<file path="config.mk">
export PLATFORM = sky130hd
export DESIGN_NAME = fetch_stage
export DESIGN_NICKNAME = d
export VERILOG_FILES = /design/src/rtl/fetch_stage.sv
export SDC_FILE = /design/constraint.sdc
export NUM_CORES = 1
export LEC_CHECK = 0
export BUFFER_PORTS_ARGS = -buffer_cell sky130_fd_sc_hd__buf_2
export CAP_MARGIN = 40
export CORE_MARGIN = 4
export CORE_UTILIZATION = 35
export DETAILED_ROUTE_END_ITERATION = 10
export PLACE_DENSITY = 0.72
export SETUP_SLACK_MARGIN = 0.4
export SYNTH_ARGS = -nofsm -noshare
export SYNTH_HDL_FRONTEND = slang
export SYNTH_SLANG_ARGS = --single-unit
export TNS_END_PERCENT = 1
</file>
<file path="constraint.sdc">
create_clock -name clk -period 3.3 [get_ports clk]
set_clock_uncertainty 0.05 [all_clocks]
set_input_delay 0.33 -clock clk [delete_from_list [all_inputs] [get_ports clk]]
set_output_delay 0.33 -clock clk [all_outputs]
set_load 0.05 [all_outputs]
</file>
<file path="src/rtl/fetch_stage.sv">
// -----------------------------------------------------------------------------
// fetch_stage
//
// Instruction fetch stage of the single-issue RISC-V core. Owns the program
// counter, issues one word request at a time to instruction memory, and holds
// the returned instruction plus its address in an output register for decode.
// Downstream redirects (taken branches/jumps) override sequential fetch. A
// fetch that was already in flight when the redirect arrived is dropped when
// its response comes back.
//
// Ports:
//   clk            in   core clock, rising edge
//   rst            in   asynchronous active-high reset
//   imem_req       out  one-cycle request pulse to instruction memory
//   imem_addr      out  request address (word aligned, equals the PC register)
//   imem_rvalid    in   response valid (only honoured while waiting)
//   imem_rdata     in   response instruction word
//   redirect_i     in   taken branch/jump, highest priority
//   redirect_pc_i  in   redirect target (low two bits are ignored)
//   instr_o        out  held instruction for decode / immediate generator
//   pc_o           out  address of instr_o
//   valid_o        out  instr_o/pc_o hold a live instruction
//   ready_i        in   decode accepts instr_o this cycle
// -----------------------------------------------------------------------------
module fetch_stage #(
  parameter int unsigned                ADDRESS_WIDTH = 32,
  parameter int unsigned                DATA_WIDTH    = 32,
  parameter logic [ADDRESS_WIDTH-1:0]   RESET_PC      = 32'h0000_0000
) (
  input  logic                      clk,
  input  logic                      rst,
  output logic                      imem_req,
  output logic [ADDRESS_WIDTH-1:0]  imem_addr,
  input  logic                      imem_rvalid,
  input  logic [DATA_WIDTH-1:0]     imem_rdata,
  input  logic                      redirect_i,
  input  logic [ADDRESS_WIDTH-1:0]  redirect_pc_i,
  output logic [DATA_WIDTH-1:0]     instr_o,
  output logic [ADDRESS_WIDTH-1:0]  pc_o,
  output logic                      valid_o,
  input  logic                      ready_i
);

  typedef enum logic [1:0] {
    IDLE = 2'd0,
    WAIT = 2'd1,
    FULL = 2'd2
  } state_t;

  localparam logic [ADDRESS_WIDTH-1:0] ALIGN_MASK       = ~(ADDRESS_WIDTH'(2'b11));
  localparam logic [ADDRESS_WIDTH-1:0] RESET_PC_ALIGNED = RESET_PC & ALIGN_MASK;
  localparam logic [ADDRESS_WIDTH-1:0] PC_STEP          = ADDRESS_WIDTH'(3'd4);
  localparam logic [DATA_WIDTH-1:0]    NOP_INSTR        = DATA_WIDTH'(32'h0000_0013);

  state_t                     r_state;
  logic [ADDRESS_WIDTH-1:0]   r_pc;      // address of the next (or in-flight) fetch
  logic                       r_drop;    // in-flight response belongs to a squashed path
  logic [DATA_WIDTH-1:0]      r_instr;
  logic [ADDRESS_WIDTH-1:0]   r_pc_out;
  logic                       r_valid;

  logic                       w_req;
  logic [ADDRESS_WIDTH-1:0]   w_redirect_pc;

  // Redirect targets are forced onto a word boundary.
  assign w_redirect_pc = redirect_pc_i & ALIGN_MASK;

  // Request pulse: a new fetch starts from IDLE, or from FULL when decode
  // consumes the held word. A redirect always suppresses the request so the
  // stale PC is never fetched; nothing is issued while reset is held.
  always_comb begin
    w_req = 1'b0;
    if (rst || redirect_i) begin
      w_req = 1'b0;
    end else begin
      case (r_state)
        IDLE:    w_req = 1'b1;
        FULL:    w_req = ready_i;
        WAIT:    w_req = 1'b0;
        default: w_req = 1'b0;
      endcase
    end
  end

  // Fetch state machine, PC register and decode-facing output register.
  always_ff @(posedge clk or posedge rst) begin
    if (rst) begin
      r_state  <= IDLE;
      r_pc     <= RESET_PC_ALIGNED;
      r_drop   <= 1'b0;
      r_instr  <= NOP_INSTR;
      r_pc_out <= RESET_PC_ALIGNED;
      r_valid  <= 1'b0;
    end else if (redirect_i) begin
      r_pc    <= w_redirect_pc;
      r_valid <= 1'b0;
      case (r_state)
        IDLE: begin
          r_state <= IDLE;
        end
        WAIT: begin
          if (imem_rvalid) begin
            // The response arriving now is stale whatever r_drop says.
            r_state <= IDLE;
            r_drop  <= 1'b0;
          end else begin
            // Response still outstanding: mark it for discard on arrival.
            r_state <= WAIT;
            r_drop  <= 1'b1;
          end
        end
        FULL: begin
          r_state <= IDLE;
        end
        default: begin
          r_state <= IDLE;
          r_drop  <= 1'b0;
        end
      endcase
    end else begin
      case (r_state)
        IDLE: begin
          r_state <= WAIT;
        end
        WAIT: begin
          if (imem_rvalid) begin
            if (r_drop) begin
              r_drop  <= 1'b0;
              r_state <= IDLE;
            end else begin
              r_instr  <= imem_rdata;
              r_pc_out <= r_pc;
              r_valid  <= 1'b1;
              r_pc     <= r_pc + PC_STEP;   // wraps modulo 2^ADDRESS_WIDTH
              r_state  <= FULL;
            end
          end else begin
            r_state <= WAIT;
          end
        end
        FULL: begin
          if (ready_i) begin
            // Held word handed off; the next request went out this cycle.
            r_valid <= 1'b0;
            r_state <= WAIT;
          end else begin
            r_state <= FULL;
          end
        end
        default: begin
          r_state <= IDLE;
          r_drop  <= 1'b0;
          r_valid <= 1'b0;
        end
      endcase
    end
  end

  assign imem_req  = w_req;
  assign imem_addr = r_pc;
  assign instr_o   = r_instr;
  assign pc_o      = r_pc_out;
  assign valid_o   = r_valid;

endmodule

</file>
Word-level counts from Yosys, hierarchy flattened:

Index checks and enable logic that the tools add are counted.
Widths: inputs -> output; s select.

* bitwise operators: 3
* $add $sub $neg: 1
* multiply operators: 0
* divide/modulo/power cells: 0
* equality and inequality tests: 7
* shifts and indexed selects: 0
* $lt $le $gt $ge: 0
* muxes and demuxes: 23
* reduce and logical (&&, ||, !) cells: 9

Operator list (count)
* $mux 32: 4
* $add 32x3->32 const B: 1
* $mux 1: 10
* $ne 3x3->1 const B: 3
* $mux 2: 4
* $reduce_and 4->1: 2
* $pmux 1 s2: 3
* $pmux 2 s3: 1
* $ne 2x2->1 const B: 2
* $reduce_bool 2->1: 2
* $not 1->1: 3
* $pmux 1 s3: 1
* $reduce_and 3->1: 1
* $eq 2x1->1 const B: 1
* $eq 2x2->1 const B: 1
* $logic_not 2->1: 1
* $reduce_and 2->1: 1
* $reduce_or 2->1: 1
* $logic_or 1x1->1: 1

* output and inout bits: 98
* RAM bits: 0
* bits in latches: 0
* input bits: 69
* bits in registers: 100
* logic and storage cells: 49
* memories: 0
* bits in read-only memories: 0

Depth between registers and ports, before layout:

Gate-level depths: netlist of the first run.

* depth after elaboration: 5
* mapped depth: 7
* mapped depth without buffers: 5

Worst setup path before layout of the first run:

Ideal clock, no wire load.

* kind: register to register
* from: reg r_pc[18], in the netlist imem_addr[18]
* to: reg r_pc[30], in the netlist imem_addr[30]
* data required time: 3126 ps
* cell stages (with the launch flop): 7
* slack: 973 ps
* period minus slack after synthesis: 2327 ps
* data arrival time: 2153 ps
* setup time: 124 ps
* buffers on the path: 1
* path through: dfrtp_1 and4_1 clkbuf_2 nand2_4 or4_4 o31a_1 o31a_1

* longest elaborated chain between the ends: 5

RTL lines
* start, declared: RTL line 56 `logic [ADDRESS_WIDTH-1:0] r_pc;`
* start signal, assigned: RTL line 95 `r_pc <= w_redirect_pc;`
* start signal, assigned: RTL line 134 `r_pc <= r_pc + PC_STEP;`
* $add 32x3->32: RTL line 134
* $mux 32: RTL line 127 `if (r_drop) begin`
* $mux 32: RTL line 126 `if (imem_rvalid) begin`
* $mux 32: RTL line 121 `case (r_state)`
* $mux 32: RTL line 94 `end else if (redirect_i) begin`

No other way between the ends. The select of a mux whose other input is x is not followed.
A chain may end at the register's enable or synchronous reset.

Worst setup path after layout of the first run:

* from: reg r_state[1]
* to: reg r_pc[29], in the netlist imem_addr[29]

* longest elaborated chain between the ends: 3

RTL lines
* start, declared: RTL line 55 `state_t r_state;`
* start signal, assigned: RTL line 88 `r_state <= IDLE;`
* start signal, assigned: RTL line 99 `r_state <= IDLE;`
* start signal, assigned: RTL line 104 `r_state <= IDLE;`
* $eq 2x1->1: RTL line 121
* $reduce_bool 2->1 (no source line)
* $reduce_and 3->1 (no source line)

No other way between the ends.

==> results of run 1 <==
[per-layer routing]
layer  GRT usage [%]  vias up  part of all wire (%)
met2            24.5      118                    48
met3            5.22       13                   7.5
li1                -     1558                     -
met4            4.85        0                   1.6
met1            17.8     1526                    43
met5               0        -                     0
[metrics by stage]
stage                     instances  total power [mW]  hold WS, ns
final                           666              5.59        0.147
after global placement          647              4.49        0.434
after CTS                       666              5.67        0.126
after floorplan                 361              3.93        0.397
after global routing            666              5.89        0.139
after detailed placement        649              4.56        0.326
[synth_stat cells]
| cell | instances |
|---|---|
| buf_2 | 7 |
| nand3_4 | 1 |
| dfrtp_1 | 93 |
| and3_1 | 4 |
| a31oi_1 | 1 |
| nand2_1 | 35 |
| nand2_4 | 1 |
| inv_1 | 8 |
| xnor2_1 | 20 |
| nor2b_1 | 2 |
| mux2_2 | 63 |
| or3_4 | 1 |
| or4_4 | 1 |
| nand3_1 | 8 |
| buf_6 | 2 |
| nor4b_1 | 1 |
| o31a_1 | 4 |
| o21ai_0 | 29 |
| and4bb_1 | 1 |
| nand4_4 | 1 |
| clkbuf_2 | 1 |
| conb_1 | 1 |
| nand4_1 | 7 |
| nor3_1 | 4 |
| clkbuf_1 | 11 |
| buf_4 | 5 |
| nor2_1 | 11 |
| dfstp_2 | 3 |
| a21oi_1 | 4 |
| xor2_1 | 6 |
| nand2b_1 | 2 |
| o21a_1 | 1 |
| mux2i_1 | 2 |
| nor4_1 | 14 |
| ha_1 | 1 |
| or2_4 | 1 |
| and4_1 | 1 |
[kinds of logic (layout without fill, tap and decap cells)]
| group | after synthesis | after routing | share of synthesized area (%) |
|---|---|---|---|
| DFF | 96 | 96 | 56.1 |
| and+or+nand+nor | 96 | 96 | 12.2 |
| muxes | 65 | 65 | 17.0 |
| AOI/OAI and AO/OA | 39 | 39 | 4.99 |
| buffers and inverters | 34 | 192 | 4.00 |
| xor gates and xnor gates | 26 | 26 | 5.31 |
| adders and majority gates | 1 | 1 | 0.292 |
| other | 1 | 4 | 0.0874 |
[sequential cells by signal, summed over array words and instances, names as in the netlist]
register   flops
r_drop         1
instr_o       32
r_state        2
pc_o          30
imem_addr     30
valid_o        1
[cell type report]
cell class	instances	area share, %
multi-input cells	231	31.1
clock buffers	14	5.10
clock inverters	2	0.629
well taps	147	3.30
inverters	8	0.584
repair buffers	168	16.1
flip-flops and latches	96	43.2
[worst max-delay path: cells and delay by family (launching register included)]
family	cells	cell delay, ns
compound gates	2	0.57
buf+inv	1	0.20
flops	1	0.42
simple gates	3	0.91
[worst max-delay path by stage]
stage / endpoint / slack [ns] / cells after the start
2_1_floorplan: imem_addr[10]$_DFFE_PP0P_ / 0.42 / 1
3_3_place_gp: imem_addr[29]$_DFFE_PP0P_ / 1.06 / 6
3_5_place_dp: imem_addr[29]$_DFFE_PP0P_ / 1.03 / 6
4_1_cts: imem_addr[29]$_DFFE_PP0P_ / 1.02 / 6
5_1_grt: imem_addr[29]$_DFFE_PP0P_ / 0.91 / 6
6_report: imem_addr[29]$_DFFE_PP0P_ / 1.03 / 6
[power groups by stage]
stage	logic [mW]	clock network, mW	registers, mW
after floorplan	0.586	0	3.35
after global placement	2.63	0	1.86
after detailed placement	2.67	0	1.89
after CTS	2.67	1.13	1.87
after global routing	2.77	1.18	1.93
final	2.65	1.08	1.86
[placed cells by master (no fill, tap or decap), types with 5 or more instances in the layout]
| cell | count |
|---|---|
| nand4_1 | 7 |
| inv_1 | 7 |
| xor2_1 | 6 |
| nor4_1 | 14 |
| mux2_2 | 63 |
| nand2_1 | 35 |
| xnor2_1 | 20 |
| clkbuf_16 | 9 |
| nand3_1 | 8 |
| o21ai_0 | 29 |
| dfrtp_1 | 93 |
| buf_4 | 5 |
| buf_2 | 160 |
| nor2_1 | 11 |
[timing repair]
action                    CTS  global route
hold buffers                1             0
hold endpoints to repair   29             0
buffers inserted            0             0
==> reports/metrics.cfg, run 1 <==
[global_route]
grt_pass1_vias = 3378
grt_pass1_wl_mm = 16.6
antenna_found_initial = 0
grt_max_degree = 52
overflow = 0
gr-usage-all-layers_pct = 14.7

[worst_hold_path]
holdPathStages = 3
hp-start = redirect_pc_i[18]
holdPathEnd = imem_addr[18]$_DFFE_PP0P_
min_path_type = in -> reg

[placed_design]
dp_slack_ns = 1.03
placed_cell_area_sq_um = 5240
hpwl_mm = 7.31
routabilityCongestion = 0.742
portBuffers = 160

[power_and_ir_drop]
switching_power_mw = 2.59
seqPwrFrac_pct = 33.3
switching_share_pct = 46.4
share_comb_of_total_power_pct = 47.4
power_density_nw_per_um2 = 1000
leakagePower_nw = 2.60
intPower_mw = 2.99
clkPwrFrac_pct = 19.3
ir_worst_vdd_uv = 408

[logic_synthesis]
synth_top_cells_by_area = dfrtp_1, mux2_2, xnor2_1
ys_warn_count = 0
synth-seq-area-share_pct = 56.1
synthCells = 358
ys_ff_latch = 96
synth_area_per_cell_sq_um = 12.0
syn_area_sq_um = 4290
synth_area_leader_cell = dfrtp_1
synth_top_area_share_pct = 54.2
synth.distinct_cells = 37

[drt]
drc = 0
drt-total-wl_mm = 9.99
drt_pass1_iterations = 4
vias_per_cell = 4.83
vias = 3215
drtAntennaViolNets = 0
wire_per_inst_um = 15.0
dr.first_iter.drc_count = 115

[critical_path]
crit_path_end_kind = flip-flop
r2r_end = imem_addr[29]$_DFFE_PP0P_
worstSetupStartpoint = r_state[1]$_DFF_PP0_
cp_data_arrival_time_ns = 2.44
rr_worst_depth = 6
worstSetupPathType = reg -> reg
cp_max_fo = 11
reg2reg_from = r_state[1]$_DFF_PP0_
slowest_stage = or3_4
slowest_delay_ns = 0.47
reg2reg_slack_ns = 1.03
path_cells = and4bb_1, buf_4, nand3_4, or3_4, o31a_1, o31a_1
required_ns = 3.48
cp-start-kind = flip-flop
crit_path_frequent_cell = o31a_1

[finish]
final_area_sq_um = 5570
num_antenna_cells = 0
register_area_sq_um = 2410
nFillCells = 1144
nNetsFinal = 584
multi_input_area_sq_um = 1730
drive_gt1_share_pct = 49.3
synthToLayoutAreaGrowth_pct = 29.8
fin_util_pct = 46.4

[sta]
rsz0062_at_grt = false
worst_slack_ns = 1.03
finalSetupViolations = 0
timing.final.crit_share_pct = 68.7
finalMaxSlewViolations = 0
min_period_ns = 2.27
setup_tns_ns = 0
fmax_mhz = 441
finalHoldViolations = 0

[outcome]
status = finished, final reports clean

[cts]
clock-root-buffer = clkbuf_16
cts-resized-gates = 0
clk_latency_ns = 0.34
cts_tree = done
cts_buffers = 9
cts_sinks = 96
clk_path_buf_depth = 2
htree_num_levels = 3
path_clk_slew_ns = 0.06

[die]
fp.dieW_um = 119
rows = 40
coreArea_sq_um = 12000
die_h_um = 119
dieArea_sq_um = 14100
io-pin-count = 167
initial_utilization_pct = 35.7

[job]
maxCapViolCount = 0

No activity file was read; power rests on OpenSTA's default activity.
==> inputs of run 2 (changes only) <==
Clock period 3.3 ns to 2.3 ns, I/O delays scaled along.
==> reports/metrics.cfg, run 2 (synthesis gave the netlist of run 1 again) <==
[sta]
timing.final.crit_share_pct = 85.6  ; was 68.7%
slew_headroom_pct = 54.7
finalHoldViolations = 0  ; unchanged
rsz0062_at_grt = true  ; was false
min_period_ns = 1.97  ; was 2.27 ns
finalSetupViolations = 0  ; unchanged
finalMaxSlewViolations = 0  ; unchanged
fmax_mhz = 508  ; was 441 MHz
tightest_slew_ns = 0.677

[critical_path]
rr_worst_depth = 5  ; was 6
cp-start-kind = flip-flop  ; unchanged
cp_max_fo = 4  ; was 11
reg2reg_slack_ns = 0.33  ; was 1.03 ns
required_ns = 2.48  ; was 3.48 ns
reg2reg_from = imem_addr[12]$_DFFE_PP0P_  ; was r_state[1]$_DFF_PP0_
crit_path_end_kind = flip-flop  ; unchanged
path_cells = nand4_1, or2_4, or4_4, o31a_1, o31a_1  ; was and4bb_1, buf_4, nand3_4, or3_4, o31a_1, o31a_1
slowest_stage = or4_4  ; was or3_4
cp_data_arrival_time_ns = 2.15  ; was 2.44 ns
r2r_end = imem_addr[30]$_DFFE_PP0P_  ; was imem_addr[29]$_DFFE_PP0P_
slowest_delay_ns = 0.52  ; was 0.47 ns
worstSetupPathType = reg -> reg  ; unchanged
crit_path_frequent_cell = o31a_1  ; unchanged

[global_route]
grt_max_degree = 41  ; was 52
met1_usage_pct = 20.6  ; was 17.8%
antenna_found_initial = 1  ; was 0
met3_usage_pct = 4.93  ; was 5.22%
grt.busiest_layer = met2  ; unchanged
overflow = 0  ; unchanged
grt_pass1_wl_mm = 18.3  ; was 16.6 mm
gr-usage-all-layers_pct = 16.3  ; was 14.7%
grt.met2_usage_pct = 26.7  ; was 24.5%
grt_pass1_vias = 3574  ; was 3378

[drt]
vias = 3371  ; was 3215
drtAntennaViolNets = 0  ; unchanged
drc = 0  ; unchanged
vias_per_cell = 4.87  ; was 4.83
drt_pass1_iterations = 4  ; unchanged
dr.first_iter.drc_count = 167  ; was 115
wire_per_inst_um = 16.4  ; was 15.0 um
drt-total-wl_mm = 11.3  ; was 9.99 mm

[finish]
synthToLayoutAreaGrowth_pct = 40.2  ; was 29.8%
finalNonFillerCells = 692  ; was 666
layout_commonest_cell = buf_2  ; unchanged
drive_gt1_share_pct = 55.4  ; was 49.3%
nNetsFinal = 611  ; was 584
num_antenna_cells = 0  ; unchanged
final_cell_mix = buf_2, dfrtp_1, mux2_2  ; unchanged
largest_reg_flops = 32  ; unchanged

[power_and_ir_drop]
p_total_mw = 8.32  ; was 5.59 mW
leakagePower_nw = 2.83  ; was 2.60 nW
clkPwrFrac_pct = 20.3  ; was 19.3%
switching_power_mw = 3.81  ; was 2.59 mW
intPower_mw = 4.50  ; was 2.99 mW
ir_worst_vdd_uv = 667  ; was 408 uV
share_comb_of_total_power_pct = 47.7  ; was 47.4%
power_density_nw_per_um2 = 1380  ; was 1000 nW/um^2
switching_share_pct = 45.8  ; was 46.4%
seqPwrFrac_pct = 32.0  ; was 33.3%

[die]
dieArea_sq_um = 14100  ; unchanged
coreArea_sq_um = 12000  ; unchanged
initial_utilization_pct = 35.7  ; unchanged
io-pin-count = 167  ; unchanged
rows = 40  ; unchanged
fp.dieW_um = 119  ; unchanged
die_h_um = 119  ; unchanged

[worst_hold_path]
holdPathEnd = imem_addr[10]$_DFFE_PP0P_  ; was imem_addr[18]$_DFFE_PP0P_
holdPathStages = 3  ; unchanged
hp-start = redirect_pc_i[10]  ; was redirect_pc_i[18]
min_path_type = in -> reg  ; unchanged

[cts]
clk_latency_ns = 0.34  ; about the same
htree_num_levels = 3  ; unchanged
clock-root-buffer = clkbuf_16  ; unchanged
cts_sinks = 96  ; unchanged
clk_path_buf_depth = 2  ; unchanged
cts_tree = done  ; unchanged
path_clk_slew_ns = 0.07  ; was 0.06 ns
cts_buffers = 9  ; unchanged

[placed_design]
hpwl_mm = 7.53  ; was 7.31 mm
dp_cells = 653  ; was 649
portBuffers = 160  ; unchanged
routabilityCongestion = 0.743  ; was 0.742

[job]
maxCapViolCount = 0  ; unchanged

[outcome]
status = finished, final reports clean  ; unchanged

-- run 2: cell types whose count changed in the layout (fill, tap and decap cells not counted), moves of 3 or more --
cell,before,now
buf_12,1,6
nor4_1,14,6
dfrtp_2,0,6
nor4_2,0,3
buf_4,5,24
dfrtp_1,93,87
nor4_4,0,5
-- run 2: per-layer routing --
layer	up-vias	share of wire (%)
met5	-	0.079
met4	2	1.3
met3	13	5.8
met2	105	50
met1	1636	43
li1	1615	-
-- run 2: how the worst max path moves through the flow --
stage	depth (start not counted)	from	slack, ns	end
final	5	imem_addr[12]$_DFFE_PP0P_	0.33	imem_addr[30]$_DFFE_PP0P_
after global routing	5	imem_addr[22]$_DFFE_PP0P_	0.29	imem_addr[30]$_DFFE_PP0P_
after CTS	5	imem_addr[14]$_DFFE_PP0P_	0.34	imem_addr[30]$_DFFE_PP0P_
after detailed placement	6	r_state[1]$_DFF_PP0_	0.11	imem_addr[18]$_DFFE_PP0P_
after global placement	6	r_state[1]$_DFF_PP0_	0.18	imem_addr[26]$_DFFE_PP0P_
after floorplan	6	imem_addr[18]$_DFFE_PP0P_	-0.03	imem_addr[30]$_DFFE_PP0P_
-- run 2: what timing repair did --
| action | CTS | global route |
|---|---|---|
| buffers inserted | 16 | 4 |
| gates resized for setup | 20 | 10 |
| endpoints found under the hold margin | 25 | 0 |
| cloned | 3 | 0 |
| pin swaps | 5 | 6 |
| endpoints found under the setup margin | 79 | 81 |
| hold buffers | 1 | 0 |
-- run 2: area by class of cell --
type | instances | area (sq um)
Multi-Input combinational cell | 232 | 1860
Inverter | 8 | 33.8
Tap cell | 147 | 184
Fill cell | 1106 | 6000
Clock buffer | 13 | 280
Timing Repair Buffer | 194 | 1180
Sequential cell | 96 | 2410
Clock inverter | 2 | 60.1
-- run 2: power by group through the flow --
| stage | Clock [mW] | Sequential [mW] | Combinational (mW) |
|---|---|---|---|
| floorplan | 0 | 4.80 | 0.841 |
| global placement | 0 | 2.67 | 3.81 |
| detailed placement | 0 | 2.71 | 3.85 |
| CTS | 1.73 | 2.67 | 3.99 |
| global route | 1.80 | 2.76 | 4.15 |
| finish | 1.69 | 2.66 | 3.97 |
-- run 2: critical path: cells and delay by family, from the launching register on --
| family | cells | cell delay (ns) |
|---|---|---|
| simple gates | 3 | 0.92 |
| compound gates | 2 | 0.51 |
| flops | 1 | 0.38 |
-- run 2: per-stage QoR --
step | setup TNS, ns | hold slack (ns) | area [sq um] | util [%] | worst slack, ns
2_1_floorplan | -0.0273 | 0.297 | 4310 | - | -0.0273
3_3_place_gp | 0 | 0.300 | 5280 | 43.9 | 0.176
3_5_place_dp | 0 | 0.313 | 5280 | 43.9 | 0.112
4_1_cts | 0 | 0.0313 | 5900 | 49.1 | 0.342
5_1_grt | 0 | 0.0359 | 6010 | 50.1 | 0.288
6_report | 0 | 0.0488 | 6010 | 50.1 | 0.332
==> inputs of run 3 (changes only) <==
Settings changed: CORE_ASPECT_RATIO from default to 0.6.
==> reports/metrics.cfg, run 3 (synthesis gave the netlist of run 1 again) <==
[drt]
vias = 3376  ; was 3371
vias_per_cell = 4.82  ; was 4.87
drt_pass1_iterations = 4  ; unchanged
drc = 0  ; unchanged
drt-total-wl_mm = 10.9  ; was 11.3 mm
wire_per_inst_um = 15.5  ; was 16.4 um
dr.first_iter.drc_count = 71  ; was 167
drtAntennaViolNets = 0  ; unchanged

[critical_path]
cp_max_fo = 4  ; unchanged
required_ns = 2.48  ; about the same
crit_path_end_kind = flip-flop  ; unchanged
cp-start-kind = flip-flop  ; unchanged
cp_data_arrival_time_ns = 2.15  ; about the same
worstSetupPathType = reg -> reg  ; unchanged

[finish]
layout_commonest_cell = buf_2  ; unchanged
multi_input_area_sq_um = 1830  ; was 1860 sq um
synthToLayoutAreaGrowth_pct = 35.0  ; was 40.2%
final_cell_mix = buf_2, dfrtp_1, mux2_2  ; unchanged
drive_gt1_share_pct = 54.2  ; was 55.4%
nFillCells = 1086  ; was 1106
final_area_sq_um = 5790  ; was 6010 sq um
largest_reg_flops = 32  ; unchanged
nNetsFinal = 601  ; was 611
finalNonFillerCells = 700  ; was 692
register_area_sq_um = 2410  ; about the same
num_antenna_cells = 0  ; unchanged
fin_util_pct = 48.2  ; was 50.1%

[power_and_ir_drop]
power_density_nw_per_um2 = 1380  ; about the same
ir_worst_vdd_uv = 954  ; was 667 uV
switching_power_mw = 3.78  ; was 3.81 mW
intPower_mw = 4.22  ; was 4.50 mW
seqPwrFrac_pct = 33.6  ; was 32.0%
switching_share_pct = 47.3  ; was 45.8%
share_comb_of_total_power_pct = 48.5  ; was 47.7%
leakagePower_nw = 2.72  ; was 2.83 nW
clkPwrFrac_pct = 17.9  ; was 20.3%

[placed_design]
hpwl_mm = 7.79  ; was 7.53 mm
routabilityCongestion = 0.787  ; was 0.743
portBuffers = 160  ; unchanged
placed_cell_area_sq_um = 5290  ; was 5280 sq um
dp_slack_ns = 0.151  ; was 0.112 ns
dp_cells = 671  ; was 653

[sta]
finalSetupViolations = 0  ; unchanged
timing.final.crit_share_pct = 85.7  ; was 85.6%
finalMaxSlewViolations = 0  ; unchanged
tightest_slew_ns = 0.508  ; was 0.677 ns
worst_slack_ns = 0.328  ; was 0.332 ns
hold_slack_ns = -0.00492  ; was 0.0488 ns
fmax_mhz = 507  ; was 508 MHz
min_period_ns = 1.97  ; about the same
slew_headroom_pct = 66.1  ; was 54.7%
rsz0062_at_grt = true  ; unchanged
setup_tns_ns = 0  ; unchanged
finalHoldViolations = 1  ; was 0

[cts]
cts_hold_buf = 0  ; was 1
cts_tree = done  ; unchanged
cts_sinks = 96  ; unchanged
path_clk_slew_ns = 0.07  ; about the same
cts_buffers = 9  ; unchanged
clk_path_buf_depth = 2  ; unchanged
clock-root-buffer = clkbuf_16  ; unchanged
htree_num_levels = 3  ; unchanged
clk_latency_ns = 0.34  ; about the same

[outcome]
status = complete, but fails checks  ; was finished, final reports clean
violations = hold timing

[die]
io-pin-count = 167  ; unchanged
rows = 31  ; was 40
fp.dieW_um = 151  ; was 119 um
dieArea_sq_um = 14200  ; was 14100 sq um
die_h_um = 93.8  ; was 119 um
coreArea_sq_um = 12000  ; about the same
initial_utilization_pct = 35.7  ; about the same

[global_route]
grt_pass1_wl_mm = 17.0  ; was 18.3 mm
gr-usage-all-layers_pct = 15.4  ; was 16.3%
grt_pass1_vias = 3382  ; was 3574
grt_max_degree = 97  ; was 41
overflow = 0  ; unchanged
antenna_found_initial = 1  ; unchanged

[job]
maxCapViolCount = 0  ; unchanged

[worst_hold_path]
min_path_type = in -> async  ; was in -> reg

run 3: metal layers:
layer  up-vias  share of wire, %  global-route usage [%]
met5         -             0.064                       0
met4         2               1.1                    3.47
met3        13               9.4                    5.21
met2       141                45                    24.1
met1      1629                44                    20.8
li1       1591                 -                       -
run 3: worst paths after layout:
path	start	end	slack [ns]	cells past startpoint
worst min-delay path	rst	pc_o[10]$_DFFE_PP0P_	-0.005	3
worst max register to register	imem_addr[14]$_DFFE_PP0P_	imem_addr[30]$_DFFE_PP0P_	0.33	5
worst min register to register	pc_o[28]$_DFFE_PP0P_	pc_o[28]$_DFFE_PP0P_	0.45	1
max in group asynchronous	rst	imem_addr[2]$_DFFE_PP0P_	1.81	3
worst max-delay path	imem_addr[14]$_DFFE_PP0P_	imem_addr[30]$_DFFE_PP0P_	0.33	5
min in group clk	redirect_pc_i[11]	imem_addr[11]$_DFFE_PP0P_	0.05	3
run 3: cell type report:
class | instances | share of cell area (%)
well taps | 165 | 3.57
inverters | 8 | 0.583
clock inverters | 6 | 1.06
repair buffers | 185 | 17.7
multi-input cells | 231 | 31.5
clock buffers | 9 | 3.89
flip-flops and latches | 96 | 41.7
run 3: what timing repair did:
item | 4_1_cts | 5_1_grt
setup buffers | 13 | 1
setup endpoints to repair | 38 | 67
pin swaps | 5 | 0
resized for setup | 17 | 6
run 3: critical path, stage by stage, from the launching register on:
cell     delay (ns)
dfrtp_1        0.36
nand4_1        0.12
or2_4          0.29
or4_4          0.52
o31a_1         0.25
o31a_1         0.27
run 3: stage by stage:
step           hold slack [ns]  total power [mW]
6_report              -0.00492              7.99
3_3_place_gp             0.370              6.46
4_1_cts                 0.0124              8.09
5_1_grt                 0.0309              8.40
3_5_place_dp             0.384              6.57
2_1_floorplan            0.297              5.65
run 3: power by group through the flow:
| stage | logic, mW | clock network (mW) | registers [mW] |
|---|---|---|---|
| floorplan | 0.841 | 0 | 4.80 |
| global placement | 3.80 | 0 | 2.66 |
| detailed placement | 3.85 | 0 | 2.72 |
| CTS | 3.91 | 1.49 | 2.69 |
| global route | 4.06 | 1.57 | 2.77 |
| finish | 3.87 | 1.43 | 2.69 |
